--- src/rtl/cfu_init_pkg.sv ---
// Shared types for the CFU command initiator: FSM states, request/response
// records and the stray-counter helper.
package cfu_init_pkg;

  typedef enum logic [1:0] {
    IDLE  = 2'd0,
    ISSUE = 2'd1,
    WAIT  = 2'd2
  } state_e;

  typedef struct packed {
    logic [9:0]  function_id;
    logic [31:0] inputs_0;
    logic [31:0] inputs_1;
  } cfu_req_t;

  typedef struct packed {
    logic        ok;
    logic        timeout;
    logic [31:0] data;
  } cfu_res_t;

  localparam logic [7:0] STRAY_MAX = 8'hFF;
  localparam int REQ_W = $bits(cfu_req_t);
  localparam int RES_W = $bits(cfu_res_t);

  function automatic logic [7:0] stray_inc(input logic [7:0] cnt);
    return (cnt == STRAY_MAX) ? cnt : cnt + 8'h01;
  endfunction

endpackage

--- src/rtl/cfu_cmd_initiator_fifo.sv ---
// Small synchronous FIFO with wrap-bit pointers; push is ignored when full
// and pop is ignored when empty, full being judged before any same-cycle pop.
module cfu_sync_fifo #(
  parameter int WIDTH = 8,
  parameter int DEPTH = 4
) (
  input  logic             clk,
  input  logic             reset,
  input  logic             push,
  input  logic [WIDTH-1:0] push_data,
  input  logic             pop,
  output logic [WIDTH-1:0] head,
  output logic             full,
  output logic             empty
);

  localparam int AW = $clog2(DEPTH);

  logic [WIDTH-1:0] mem_r [DEPTH];
  logic [AW:0]      wr_ptr_r;
  logic [AW:0]      rd_ptr_r;
  logic             do_push_s;
  logic             do_pop_s;

  assign empty     = (wr_ptr_r == rd_ptr_r);
  assign full      = (wr_ptr_r[AW] != rd_ptr_r[AW]) &&
                     (wr_ptr_r[AW-1:0] == rd_ptr_r[AW-1:0]);
  assign do_push_s = push && !full;
  assign do_pop_s  = pop && !empty;
  assign head      = mem_r[rd_ptr_r[AW-1:0]];

  // Pointer update.
  always_ff @(posedge clk) begin
    if (reset) begin
      wr_ptr_r <= '0;
      rd_ptr_r <= '0;
    end else begin
      if (do_push_s) begin
        wr_ptr_r <= wr_ptr_r + (AW+1)'(1);
      end
      if (do_pop_s) begin
        rd_ptr_r <= rd_ptr_r + (AW+1)'(1);
      end
    end
  end

  // Storage write; cleared on reset so an empty head never reads unknowns.
  always_ff @(posedge clk) begin
    if (reset) begin
      for (int i = 0; i < DEPTH; i++) begin
        mem_r[i] <= '0;
      end
    end else if (do_push_s) begin
      mem_r[wr_ptr_r[AW-1:0]] <= push_data;
    end
  end

endmodule

--- src/rtl/cfu_cmd_initiator.sv ---
// Initiator side of the CFU cmd/rsp handshake: queues producer requests,
// issues one command at a time and queues each response or timeout marker.
module cfu_cmd_initiator
  import cfu_init_pkg::*;
#(
  parameter int FIFO_DEPTH     = 4,
  parameter int TIMEOUT_CYCLES = 256
) (
  input  logic        clk,
  input  logic        reset,
  input  logic        req_valid,
  output logic        req_ready,
  input  logic [9:0]  req_function_id,
  input  logic [31:0] req_inputs_0,
  input  logic [31:0] req_inputs_1,
  output logic        res_valid,
  input  logic        res_ready,
  output logic [31:0] res_data,
  output logic        res_ok,
  output logic        res_timeout,
  output logic        cmd_valid,
  input  logic        cmd_ready,
  output logic [9:0]  cmd_payload_function_id,
  output logic [31:0] cmd_payload_inputs_0,
  output logic [31:0] cmd_payload_inputs_1,
  input  logic        rsp_valid,
  output logic        rsp_ready,
  input  logic        rsp_payload_response_ok,
  input  logic [31:0] rsp_payload_outputs_0,
  output logic        busy,
  output logic [7:0]  stray_count
);

  localparam int              TW         = $clog2(TIMEOUT_CYCLES);
  localparam logic [TW-1:0]   TIMER_LAST = TW'(TIMEOUT_CYCLES - 1);

  state_e        state_r;
  cfu_req_t      cmd_r;
  logic          cmd_valid_r;
  logic [TW-1:0] timer_r;
  logic [7:0]    stray_r;

  cfu_req_t      req_wdata_s;
  cfu_req_t      req_head_s;
  logic          req_full_s;
  logic          req_empty_s;
  logic          req_push_s;
  logic          req_pop_s;

  cfu_res_t      res_wdata_s;
  cfu_res_t      res_head_s;
  logic          res_full_s;
  logic          res_empty_s;
  logic          res_push_s;
  logic          res_pop_s;

  logic          rsp_ready_s;
  logic          rsp_hs_s;
  logic          expire_s;

  assign req_wdata_s = '{function_id: req_function_id,
                         inputs_0:    req_inputs_0,
                         inputs_1:    req_inputs_1};
  assign req_push_s  = req_valid && !req_full_s;
  assign res_pop_s   = res_ready && !res_empty_s;

  cfu_sync_fifo #(
    .WIDTH (REQ_W),
    .DEPTH (FIFO_DEPTH)
  ) u_req_fifo (
    .clk       (clk),
    .reset     (reset),
    .push      (req_push_s),
    .push_data (req_wdata_s),
    .pop       (req_pop_s),
    .head      (req_head_s),
    .full      (req_full_s),
    .empty     (req_empty_s)
  );

  cfu_sync_fifo #(
    .WIDTH (RES_W),
    .DEPTH (FIFO_DEPTH)
  ) u_res_fifo (
    .clk       (clk),
    .reset     (reset),
    .push      (res_push_s),
    .push_data (res_wdata_s),
    .pop       (res_pop_s),
    .head      (res_head_s),
    .full      (res_full_s),
    .empty     (res_empty_s)
  );

  // Per-state handshake decode; a response handshake outranks timer expiry.
  always_comb begin
    req_pop_s   = 1'b0;
    rsp_ready_s = 1'b0;
    rsp_hs_s    = 1'b0;
    expire_s    = 1'b0;
    res_push_s  = 1'b0;
    res_wdata_s = '0;
    case (state_r)
      IDLE: begin
        req_pop_s   = !req_empty_s;
        rsp_ready_s = 1'b1;
      end
      ISSUE: begin
        rsp_ready_s = 1'b1;
      end
      WAIT: begin
        rsp_ready_s = !res_full_s;
        rsp_hs_s    = rsp_valid && rsp_ready_s;
        expire_s    = (timer_r == TIMER_LAST);
        if (rsp_hs_s) begin
          res_push_s  = 1'b1;
          res_wdata_s = '{ok:      rsp_payload_response_ok,
                          timeout: 1'b0,
                          data:    rsp_payload_outputs_0};
        end else if (expire_s && !res_full_s) begin
          res_push_s  = 1'b1;
          res_wdata_s = '{ok: 1'b0, timeout: 1'b1, data: 32'h0000_0000};
        end else begin
          res_push_s  = 1'b0;
        end
      end
      default: begin
        rsp_ready_s = 1'b0;
      end
    endcase
  end

  // Command sequencer: issue, wait for response or timeout, count strays.
  always_ff @(posedge clk) begin
    if (reset) begin
      state_r     <= IDLE;
      cmd_valid_r <= 1'b0;
      cmd_r       <= '0;
      timer_r     <= '0;
      stray_r     <= 8'h00;
    end else begin
      case (state_r)
        IDLE: begin
          if (req_pop_s) begin
            cmd_r       <= req_head_s;
            cmd_valid_r <= 1'b1;
            state_r     <= ISSUE;
          end
          if (rsp_valid) begin
            stray_r <= stray_inc(stray_r);
          end
        end
        ISSUE: begin
          if (cmd_ready) begin
            cmd_valid_r <= 1'b0;
            timer_r     <= '0;
            state_r     <= WAIT;
          end
          if (rsp_valid) begin
            stray_r <= stray_inc(stray_r);
          end
        end
        WAIT: begin
          // At expiry with a full response queue the timer parks until space frees.
          if (res_push_s) begin
            state_r <= IDLE;
          end else if (!expire_s) begin
            timer_r <= timer_r + TW'(1);
          end
        end
        default: begin
          state_r     <= IDLE;
          cmd_valid_r <= 1'b0;
        end
      endcase
    end
  end

  assign req_ready               = !req_full_s;
  assign rsp_ready               = rsp_ready_s && !reset;
  assign cmd_valid               = cmd_valid_r;
  assign cmd_payload_function_id = cmd_r.function_id;
  assign cmd_payload_inputs_0    = cmd_r.inputs_0;
  assign cmd_payload_inputs_1    = cmd_r.inputs_1;
  assign res_valid               = !res_empty_s;
  assign res_data                = res_head_s.data;
  assign res_ok                  = res_head_s.ok;
  assign res_timeout             = res_head_s.timeout;
  assign busy                    = (state_r != IDLE) || !req_empty_s;
  assign stray_count             = stray_r;

endmodule
--- config.mk ---
export PLATFORM = sky130hd
export DESIGN_NAME = cfu_cmd_initiator
export DESIGN_NICKNAME = d
export VERILOG_FILES = /design/src/rtl/cfu_init_pkg.sv /design/src/rtl/cfu_cmd_initiator_fifo.sv /design/src/rtl/cfu_cmd_initiator.sv
export SDC_FILE = /design/constraint.sdc
export NUM_CORES = 1
export LEC_CHECK = 0
export BUFFER_PORTS_ARGS = -buffer_cell sky130_fd_sc_hd__clkbuf_2
export CAP_MARGIN = 15
export CORE_MARGIN = 3
export CORE_UTILIZATION = 55
export CTS_BUF_LIST = sky130_fd_sc_hd__clkbuf_8 sky130_fd_sc_hd__clkbuf_16
export DETAILED_ROUTE_END_ITERATION = 10
export GPL_ROUTABILITY_DRIVEN = 1
export PLACE_DENSITY = 0.85
export REMOVE_ABC_BUFFERS = 1
export SETUP_SLACK_MARGIN = 0.05
export SLEW_MARGIN = 40
export SYNTH_ARGS = -nofsm -noshare
export SYNTH_HDL_FRONTEND = slang
export SYNTH_SLANG_ARGS = --single-unit
--- constraint.sdc ---
create_clock -name clk -period 13 [get_ports clk]
set_input_delay 0.65 -clock clk [delete_from_list [all_inputs] [get_ports clk]]
set_output_delay 0.65 -clock clk [all_outputs]
set_load 0.005 [all_outputs]
==> results of run 1 <==
-- synth_stat cells (2+ instances only) --
cell type,n
a21oi_1,88
a311oi_1,3
a31o_2,3
a31oi_1,9
and2_1,395
and3_1,38
and3b_1,2
buf_1,4
buf_2,40
buf_4,2
clkbuf_1,66
dfxtp_1,107
edfxtp_1,432
ha_1,6
inv_1,6
mux2i_1,2
mux4_2,108
nand2_1,156
nand2b_1,5
nand3_1,13
nand3b_1,2
nand4_1,3
nand4b_1,2
nor2_1,14
nor2b_1,4
nor3_1,6
o211ai_1,4
o21a_1,3
o21ai_0,8
o311ai_0,3
o31a_1,3
o31ai_1,6
o41ai_1,4
or2_2,3
or3_1,4
or4_1,3
xnor2_1,8
xor2_1,8
xor2_2,2
-- worst max-delay path: cells and delay by family (launching register included) --
| family | cells | cell delay [ns] |
|---|---|---|
| buffers and inverters | 5 | 2.02 |
| and+or+nand+nor | 2 | 0.80 |
| DFF | 1 | 0.54 |
| xor gates and xnor gates | 1 | 0.33 |
| AOI/OAI and AO/OA | 1 | 0.21 |
-- power groups by stage --
stage | logic [mW] | clock network, mW | registers (mW)
after detailed placement | 0.750 | 0 | 2.15
after global routing | 0.841 | 1.57 | 2.12
final | 0.770 | 1.48 | 2.10
after global placement | 0.731 | 0 | 2.14
after floorplan | 0.432 | 0 | 2.18
after CTS | 0.756 | 1.50 | 2.12
-- path summary, 6_finish.rpt --
path | endpoint | slack [ns] | cells past startpoint
worst max-delay path | u_req_fifo.mem_r[1][67] | 8.73 | 9
worst min-delay path | state_r[0] | 0.31 | 2
worst max register to register | u_req_fifo.mem_r[1][67] | 8.73 | 9
worst min register to register | cmd_payload_inputs_1[28] | 0.45 | 2
-- area by class of cell --
type / instances / area [µm²]
Antenna cell: 5 / 12.5
Multi-Input combinational cell: 931 / 7320
Clock buffer: 61 / 1450
Tap cell: 532 / 666
Fill cell: 2826 / 14600
Clock inverter: 39 / 263
Inverter: 6 / 22.5
Sequential cell: 539 / 15100
Timing Repair Buffer: 259 / 1430
-- routing by layer --
| layer | up-vias | wire [µm] | global-route usage, % |
|---|---|---|---|
| met3 | 99 | 4090 | 5.41 |
| met4 | 16 | 1380 | 7.69 |
| met5 | - | 115 | 0 |
| li1 | 6204 | - | - |
| met1 | 6885 | 19400 | 29.6 |
| met2 | 513 | 25500 | 38.7 |
-- sequential cells by signal (all words and copies together), names as in the netlist, named ones only --
register,flops
u_res_fifo.mem_r,136
u_req_fifo.wr_ptr_r,3
cmd_valid,1
cmd_payload_inputs_0,32
timer_r,8
stray_count,8
u_req_fifo.rd_ptr_r,3
u_res_fifo.wr_ptr_r,3
cmd_payload_function_id,10
u_res_fifo.rd_ptr_r,3
u_req_fifo.mem_r,296
state_r,2
cmd_payload_inputs_1,32
-- cells by family (layout without fill, tap and decap cells) --
| kind of cell | after synthesis | count (layout) | synth area share (%) |
|---|---|---|---|
| compound gates | 142 | 142 | 3.73 |
| xor+xnor | 18 | 18 | 0.756 |
| fa+ha+maj | 6 | 6 | 0.329 |
| buf+inv | 118 | 365 | 2.19 |
| flops | 539 | 539 | 66.2 |
| mux | 111 | 111 | 10.8 |
| other cells | 0 | 5 | 0 |
| simple gates | 654 | 654 | 16.1 |
-- cell usage in the layout, fill, tap and decap left out, drive strengths merged, types with 4 or more instances in the layout --
master / n
nor2: 14
ha: 6
xnor2: 8
xor2: 10
clkinv: 19
nor3: 6
buf: 27
o31ai: 7
a21oi: 88
nand2b: 5
a311oi: 4
edfxtp: 432
o41ai: 4
nand3: 13
inv: 22
nor2b: 4
a31oi: 9
o211ai: 4
diode: 5
o21ai: 8
and3: 38
mux4: 108
or3: 4
dfxtp: 107
nand2: 156
and2: 395
clkbuf: 293
==> results by group, run 1 <==
Run status
  – Status: finished clean

STA
  – Slew Viols, Final: 0
  – Slew margin rel.: 43.2%
  – Setup-failing EPs final: 0
  – Worst Max-Slew Pin Slew: 0.852 ns
  – WHS: 0.313 ns
  – Clock Skew: 0.0180 ns
  – PnR worst setup slack: 8.73 ns
  – Period Utilization, post-route: 32.8%
  – Setup TNS Final: 0 ns
  – Fmax: 234 MHz
  – RSZ-0062 raised after global routing: false
  – Post-layout minimum cycle time: 4.27 ns
  – Final Hold Viols: 0

Pwr
  – Switching power share of the total: 26.9%
  – PwrDens: roughly 170 nW/µm²
  – Tot Pwr: between 4 and 5 mW
  – Reg power frac: 48.3%
  – Net Sw Power: 1.17 mW
  – Internal power: 3.18 mW
  – Power share of the clock group: 34.0%
  – Leak: ~10 nW
  – Peak VDD IR: 0.000166 V
  – Logic pwr share: between 10% and 20%

Yosys
  – Post-Syn Instances: 1,588
  – Ys flop type: edfxtp_1
  – Async set or reset register ratio after synthesis: 0%
  – Area leader, netlist: edfxtp_1
  – Unique masters post-synth: 52
  – Ys Warns: 0
  – #FFs+latches synth: approximately 540
  – Register area share after synthesis: 66.2%
  – Post-synth EDFFs: 432
  – Synth area leaders: edfxtp_1, and2_1, mux4_2
  – Mapped Area: between 20,000 and 25,000 µm²
  – Mean post-synth cell area: 14.4 µm²
  – Post-synth top area share: between 50% and 60%

Drt
  – DR vias: 13,717
  – 1st-iter DRT viols: 1,113
  – Detail Route Antenna Nets: 0
  – # DRC: 0
  – Routed wire per std cell: 21.3 µm
  – Via density: 5.78
  – Routed WL: 50,500 µm
  – Drt first pass iters: 5

Clock tree
  – Clock Sinks: around 540
  – Worst-path clk slew: around 0.060 ns
  – Gates resized, CTS repair: 0
  – Hold-fix buffers, CTS: 0
  – CTS root buf: clkbuf_16
  – Clk Latency, worst-skew pair: approximately 0.6 ns
  – CTS H-tree depth: 2
  – Post-CTS Setup Inserts: 0
  – Clock buffer depth: 3
  – TritonCTS clock tree: done
  – Total clock buffers created by CTS: 53

Global routing
  – Number of global-route vias before repair: 14,173
  – Total gr overflow: 0
  – GRT Util Overall: 22.9%
  – Largest net degree at the start of global routing: 78
  – First-pass GRT wire length: about 80,000 µm
  – Initial antenna violation count: 13

Critical path
  – Cell mode on critical path: buf_12
  – Critical path peak fanout: just under 80
  – Crit path required time: 13.30 ns
  – CP Launch Type: register
  – Crit path largest cell delay: 0.63 ns
  – CP arrival: 4.56 ns
  – Critical Path, Cell by Cell: buf_12 > xor2_2 > o311a_2 > buf_4 > and3b_2 > buf_4 > or2_4 > buf_12 > buf_12
  – Worst R2R Start: u_req_fifo.rd_ptr_r[0]
  – CP Capture Type: register
  – Setup CP Type: reg -> reg
  – Setup crit start: u_req_fifo.rd_ptr_r[0]
  – Slowest-stage cell, CP: buf_4

Place
  – Gpl congestion: 0.771
  – Post-place instance area: around 25,000 µm²
  – Final HPWL DP: between 20,000 and 30,000 µm
  – Dpl ws: 8.49 ns
  – Port bufs: 233
  – Post-placement cell count: between 2,000 and 2,500

Floorplanning
  – Die Footprint: approximately 44,000 µm²
  – Initial core utilization: 55.8%
  – Core area: around 41,000 µm²
  – Num rows: 74
  – Height of the chip: between 200 and 250 µm
  – Die W: 210 µm
  – I/O pin cnt: 234

Run
  – Max cap viols: 0

Finish
  – Final Core Density: ~64%
  – Non-filler cells, final: 2,372
  – Area delta synth->final: 15.0%
  – Layout cells sized above 1: approximately a quarter
  – Nets: 1,909
  – Final instance area: 26,300 µm²

Hold path
  – Hold_sp: cmd_ready
  – Hold crit path type: in -> reg
No activity file was read; power rests on OpenSTA's default activity.
==> run 2, diff against run 1 <==
- clock period: 13 -> 4.4 ns (I/O delays scaled with it)
==> run 2 against run 1 <==
  * Hold slack worse by 0.23 ns
  * Critical path type unchanged
  * Fmax is 46% higher
  * Via count is 4.3% higher
  * Sequential share of layout area is 2.3 points lower
  * Largest power group unchanged
==> results by group, run 2 (synthesis results as in run 1) <==
Finish
  – Final instance area: 27,400 µm² (+4.2%)
  – Largest Register: u_req_fifo.mem_r
  – Max reg flops: 296 (unchanged)
  – Layout cells sized above 1: 24.3% (-1.4 points)
  – Area delta synth->final: 19.9%
  – Nets: 2,021 (+5.9%)
  – Biggest registers after layout: u_req_fifo.mem_r (296), u_res_fifo.mem_r (136)
  – Commonest cells after routing, fill and taps aside: edfxtp_1, and2_1, clkbuf_2
  – Most common cell after layout, fill and taps aside: edfxtp_1
  – Multi-input gate area: 7320 µm² (+0.10%)
  – Fillers: 2,717 (-3.9%)
  – Register Area: 15,100 µm² (unchanged)
  – Non-filler cells, final: 2,482 (+4.6%)

Global routing
  – GRT Util Overall: 24.2% (+1.2 points)
  – Met1 Use GR: 30.7% (+1.1 points)
  – Number of global-route vias before repair: 15,019 (+6.0%)
  – Total gr overflow: 0 (unchanged)
  – First-pass GRT wire length: 83,300 µm (+5.7%)
  – Met3 Use GR: 4.86% (-0.55 points)
  – Met2 Resource Use GR: 42.4% (+3.6 points)
  – GRT busiest layer: met2
  – Largest net degree at the start of global routing: 75 (-3.8%)
  – Initial antenna violation count: 4 (-9)

STA
  – Period Utilization, post-route: 66.4% (+34 points)
  – Slew Viols, Final: 0 (unchanged)
  – RSZ-0062 raised after global routing: false
  – Post-layout minimum cycle time: 2.92 ns (-1.34 ns)
  – Slew margin rel.: 46.3% (+3.1 points)
  – Clock Skew: 0.0347 ns (+0.0167 ns)
  – Setup-failing EPs final: 0 (unchanged)
  – Worst Max-Slew Pin Slew: 0.806 ns (-0.0468 ns)
  – WHS: 0.0820 ns (-0.231 ns)
  – Final Hold Viols: 0 (unchanged)
  – Fmax: 342 MHz (+46%)

Hold path
  – Hold_sp: res_ready
  – Hold crit path type: in -> reg

Critical path
  – Setup CP Type: reg -> reg
  – Worst R2R Start: u_req_fifo.rd_ptr_r[0]
  – CP Launch Type: register
  – Crit path required time: 4.66 ns (-8.64 ns)
  – CP Capture Type: register
  – Critical path peak fanout: 42 (-45%)
  – Setup crit start: u_req_fifo.rd_ptr_r[0]
  – CP arrival: 3.18 ns (-1.38 ns)

Clock tree
  – Post-CTS Setup Inserts: 0 (unchanged)
  – Total clock buffers created by CTS: 54 (+1.9%)
  – Gates resized, CTS repair: 0 (unchanged)
  – Hold-fix buffers, CTS: 110 (+110)
  – Worst-path clk slew: 0.06 ns (about the same)
  – Clock Sinks: 539 (unchanged)
  – Clock buffer depth: 3 (unchanged)
  – TritonCTS clock tree: done
  – Clk Latency, worst-skew pair: 0.62 ns (about the same)
  – CTS root buf: clkbuf_16
  – CTS H-tree depth: 2 (unchanged)

Pwr
  – Leak: 10.5 nW (+4.8%)
  – Peak VDD IR: 0.000412 V (+150%)
  – PwrDens: 476 nW/µm² (+190%)

Floorplanning
  – Core area: 40,900 µm² (unchanged)
  – Die W: 210 µm (unchanged)
  – Num rows: 74 (unchanged)
  – Initial core utilization: 55.8% (unchanged)
  – Die Footprint: 44,000 µm² (unchanged)
  – I/O pin cnt: 234 (unchanged)
  – Height of the chip: 210 µm (unchanged)

Drt
  – Drt first pass iters: 5 (unchanged)
  – Via density: 5.77 (-0.28%)
  – 1st-iter DRT viols: 1,461 (+31%)
  – Routed WL: 52,900 µm (+4.8%)
  – # DRC: 0 (unchanged)
  – Routed wire per std cell: 21.3 µm (+0.13%)
  – Detail Route Antenna Nets: 0 (unchanged)
  – DR vias: 14,313 (+4.3%)

Place
  – Final HPWL DP: 30,200 µm (+2.9%)
  – Post-placement cell count: 2,267 (+0.13%)
  – Gpl congestion: 0.793 (+2.7%)
  – Port bufs: 233 (unchanged)
  – Post-place instance area: 24,500 µm² (about the same)

Run
  – Max cap viols: 0 (unchanged)

Run status
  – Status: finished clean
==> run 2: changes by cell type in the layout (fill, tap and decap cells not counted), moves of 2 or more <==
cell	before	now
clkinv_1	7	3
dlygate4sd3_1	0	110
buf_6	5	2
clkbuf_16	54	56
and3_1	38	36
buf_4	18	23
and3_2	0	2
clkbuf_8	7	4
inv_6	3	1
inv_1	19	25
==> run 2: path summary, 6_finish.rpt <==
check / end / slack [ns] / cells after the start
setup reg to reg: u_req_fifo.mem_r[0][3] / 1.48 / 5
setup / recovery: u_req_fifo.mem_r[0][3] / 1.48 / 5
hold / removal: u_res_fifo.rd_ptr_r[2] / 0.08 / 4
hold reg to reg: cmd_payload_inputs_0[23] / 0.45 / 2
==> run 2: per-layer routing <==
| layer | wire, µm | part of all wire (%) |
|---|---|---|
| met2 | 27600 | 52 |
| met5 | 32 | 0.060 |
| met3 | 4090 | 7.7 |
| met4 | 1100 | 2.1 |
| met1 | 20000 | 38 |
==> run 2: where the power goes <==
group | switching [mW] | leakage [nW] | internal (mW)
Combinational | 1.34 | 4.23 | 1.02
Sequential | 0.283 | 5.35 | 5.99
Clock | 1.92 | 0.921 | 2.50
==> run 2: final cells by class <==
class                           instances  area share, %
Antenna cell                            4         0.0365
Timing Repair Buffer                  370           9.19
Tap cell                              532           2.43
Inverter                                6         0.0822
Multi-Input combinational cell        931           26.7
Sequential cell                       539           55.2
Clock inverter                         40           1.00
Clock buffer                           60           5.32
==> run 2: metrics by stage <==
step           utilization, %  setup WS (ns)  TNS (ns)  power (mW)
6_report                 66.9           1.48         0        13.0
5_1_grt                  66.9           1.29         0        13.6
4_1_cts                  66.8           1.46         0        13.1
3_5_place_dp             59.9           1.49         0        8.63
3_3_place_gp             59.9           1.45         0        8.53
2_1_floorplan               -          -5.11  -1661.36        7.71
==> run 2: critical path, cell delays in order, from the launching register on <==
cell     delay [ns]
dfxtp_4        0.70
xor2_2         0.38
o311a_2        0.26
nor3b_4        0.20
or2_4          0.57
buf_4          0.42
==> run 3, diff against run 2 <==
- clock period: 4.4 -> 2.7 ns (I/O delays scaled with it)
==> run 3 against run 2 <==
  * Global-route usage grew 0.93 points
  * Clock-buffer cell count grew 2
  * Combinational power grew 71%
  * Hold slack gained 0.0062 ns
  * Die area is the same
  * Largest power group unchanged
==> results by group, run 3 (synthesis results as in run 1) <==
Run
  – Max cap viols: 0 (unchanged)

Floorplanning
  – Core area: 40,900 µm² (unchanged)
  – Initial core utilization: 55.8% (unchanged)
  – Height of the chip: 210 µm (unchanged)
  – Num rows: 74 (unchanged)
  – Die Footprint: 44,000 µm² (unchanged)
  – I/O pin cnt: 234 (unchanged)
  – Die W: 210 µm (unchanged)

STA
  – Worst Max-Slew Pin Slew: 0.829 ns (+0.0229 ns)
  – Period Utilization, post-route: 91.1% (+25 points)
  – Clock Skew: 0.0255 ns (-0.00920 ns)
  – Slew margin rel.: 44.8% (-1.5 points)
  – Setup-failing EPs final: 0 (unchanged)
  – Post-layout minimum cycle time: 2.46 ns (-0.462 ns)
  – RSZ-0062 raised after global routing: false
  – Slew Viols, Final: 0 (unchanged)
  – Fmax: 407 MHz (+19%)
  – Final Hold Viols: 0 (unchanged)

Clock tree
  – TritonCTS clock tree: done
  – CTS root buf: clkbuf_16
  – Gates resized, CTS repair: 0 (unchanged)
  – CTS H-tree depth: 2 (unchanged)
  – Post-CTS Setup Inserts: 0 (unchanged)
  – Clk Latency, worst-skew pair: 0.62 ns (about the same)
  – Clock buffer depth: 3 (unchanged)
  – Worst-path clk slew: 0.06 ns (about the same)
  – Total clock buffers created by CTS: 54 (unchanged)
  – Clock Sinks: 539 (unchanged)
  – Hold-fix buffers, CTS: 111 (+0.91%)

Finish
  – Largest Register: u_req_fifo.mem_r
  – Biggest registers after layout: u_req_fifo.mem_r (296), u_res_fifo.mem_r (136)
  – Commonest cells after routing, fill and taps aside: edfxtp_1, and2_1, clkbuf_2
  – Most common cell after layout, fill and taps aside: edfxtp_1
  – Non-filler cells, final: 2,494 (+0.48%)
  – Nets: 2,035 (+0.69%)
  – Fillers: 2,670 (-1.7%)
  – Layout cells sized above 1: 25.2% (+0.87 points)
  – Max reg flops: 296 (unchanged)
  – Area delta synth->final: 21.3%

Critical path
  – Setup CP Type: reg -> reg
  – Crit path required time: 2.93 ns (-1.73 ns)
  – Worst R2R Start: u_req_fifo.rd_ptr_r[2]
  – Crit path largest cell delay: 0.49 ns (-0.21 ns)
  – CP Launch Type: register
  – CP arrival: 2.69 ns (-0.49 ns)
  – Slowest-stage cell, CP: buf_4
  – CP Capture Type: register
  – Critical Path, Cell by Cell: xnor2_1 > o311a_2 > and3b_2 > or2_4 > buf_4
  – Critical path peak fanout: 41 (-2.4%)
  – Setup crit start: u_req_fifo.rd_ptr_r[2]

Drt
  – Routed wire per std cell: 22.1 µm (+3.5%)
  – Drt first pass iters: 5 (unchanged)
  – Routed WL: 55,000 µm (+4.0%)
  – 1st-iter DRT viols: 1,289 (-12%)
  – # DRC: 0 (unchanged)
  – Detail Route Antenna Nets: 0 (unchanged)
  – Via density: 5.79 (+0.36%)
  – DR vias: 14,434 (+0.85%)

Pwr
  – PwrDens: 790 nW/µm² (+66%)
  – Peak VDD IR: 0.000938 V (+130%)
  – Leak: 10.6 nW (+1.1%)
  – Tot Pwr: 21.9 mW (+68%)

Hold path
  – Hold_sp: rsp_valid
  – Hold crit path type: in -> reg

Place
  – Gpl congestion: 0.781 (-1.5%)
  – Final HPWL DP: 31,300 µm (+3.7%)
  – Port bufs: 233 (unchanged)
  – Post-placement cell count: 2,281 (+0.62%)

Global routing
  – Total gr overflow: 0 (unchanged)
  – GRT Util Overall: 25.1% (+0.93 points)
  – First-pass GRT wire length: 86,000 µm (+3.2%)
  – Number of global-route vias before repair: 15,461 (+2.9%)
  – Largest net degree at the start of global routing: 78 (+4.0%)
  – Initial antenna violation count: 4 (unchanged)

Run status
  – Status: finished clean
## run 3: changes by cell type in the layout (fill, tap and decap cells not counted), sizes merged, moves of 2 or more
cell,before,now
buf,28,41
inv,27,14
clkinv,15,20
bufinv,2,5
clkbuf,292,294
## run 3: power breakdown
| part | leakage [nW] | internal [mW] | switching, mW | total (mW) |
|---|---|---|---|---|
| Combinational | 4.33 | 1.71 | 2.32 | 4.03 |
| Sequential | 5.35 | 9.75 | 0.369 | 10.1 |
| Clock | 0.938 | 4.50 | 3.25 | 7.76 |
## run 3: final cells by class
type / count / area [µm²] / share of cell area (%)
tap: 532 / 666 / 2.40
antenna: 4 / 10.0 / 0.0361
timing repair buffer: 384 / 2710 / 9.79
sequential: 539 / 15100 / 54.6
multi-input combinational: 931 / 7310 / 26.4
clock buffer: 62 / 1510 / 5.43
clock inverter: 36 / 368 / 1.33
inverter: 6 / 22.5 / 0.0812
## run 3: layer usage
metal	track usage [%]	up-vias	routed length, µm
met2	43.8	642	28700
met5	0	-	13
met1	31.8	7235	20800
met4	8.31	2	1280
met3	4.69	99	4170
li1	-	6456	-
## run 3: critical path, delay by kind of cell, from the launching register on
kind            cells  cell delay, ns
compound gates      1            0.30
simple gates        2            0.51
buf+inv             1            0.49
xor+xnor            1            0.39
flops               1            0.35
## run 3: stage by stage
step	util [%]	TNS (ns)	hold slack [ns]	cell area, µm²	worst slack, ns
2_1_floorplan	-	-3006.46	0.204	22400	-6.81
3_3_place_gp	60.4	0	0.384	24700	0.377
3_5_place_dp	60.4	0	0.408	24700	0.333
4_1_cts	67.7	0	0.0683	27700	0.286
5_1_grt	67.7	0	0.141	27700	0.108
6_report	67.7	0	0.0882	27700	0.241
## run 3: worst paths after layout
check        cells past startpoint  slack, ns                        to
min reg2reg                      2       0.46  cmd_payload_inputs_1[13]
max reg2reg                      5       0.24   u_req_fifo.mem_r[2][36]
max                              5       0.24   u_req_fifo.mem_r[2][36]
min                              5       0.09            stray_count[1]
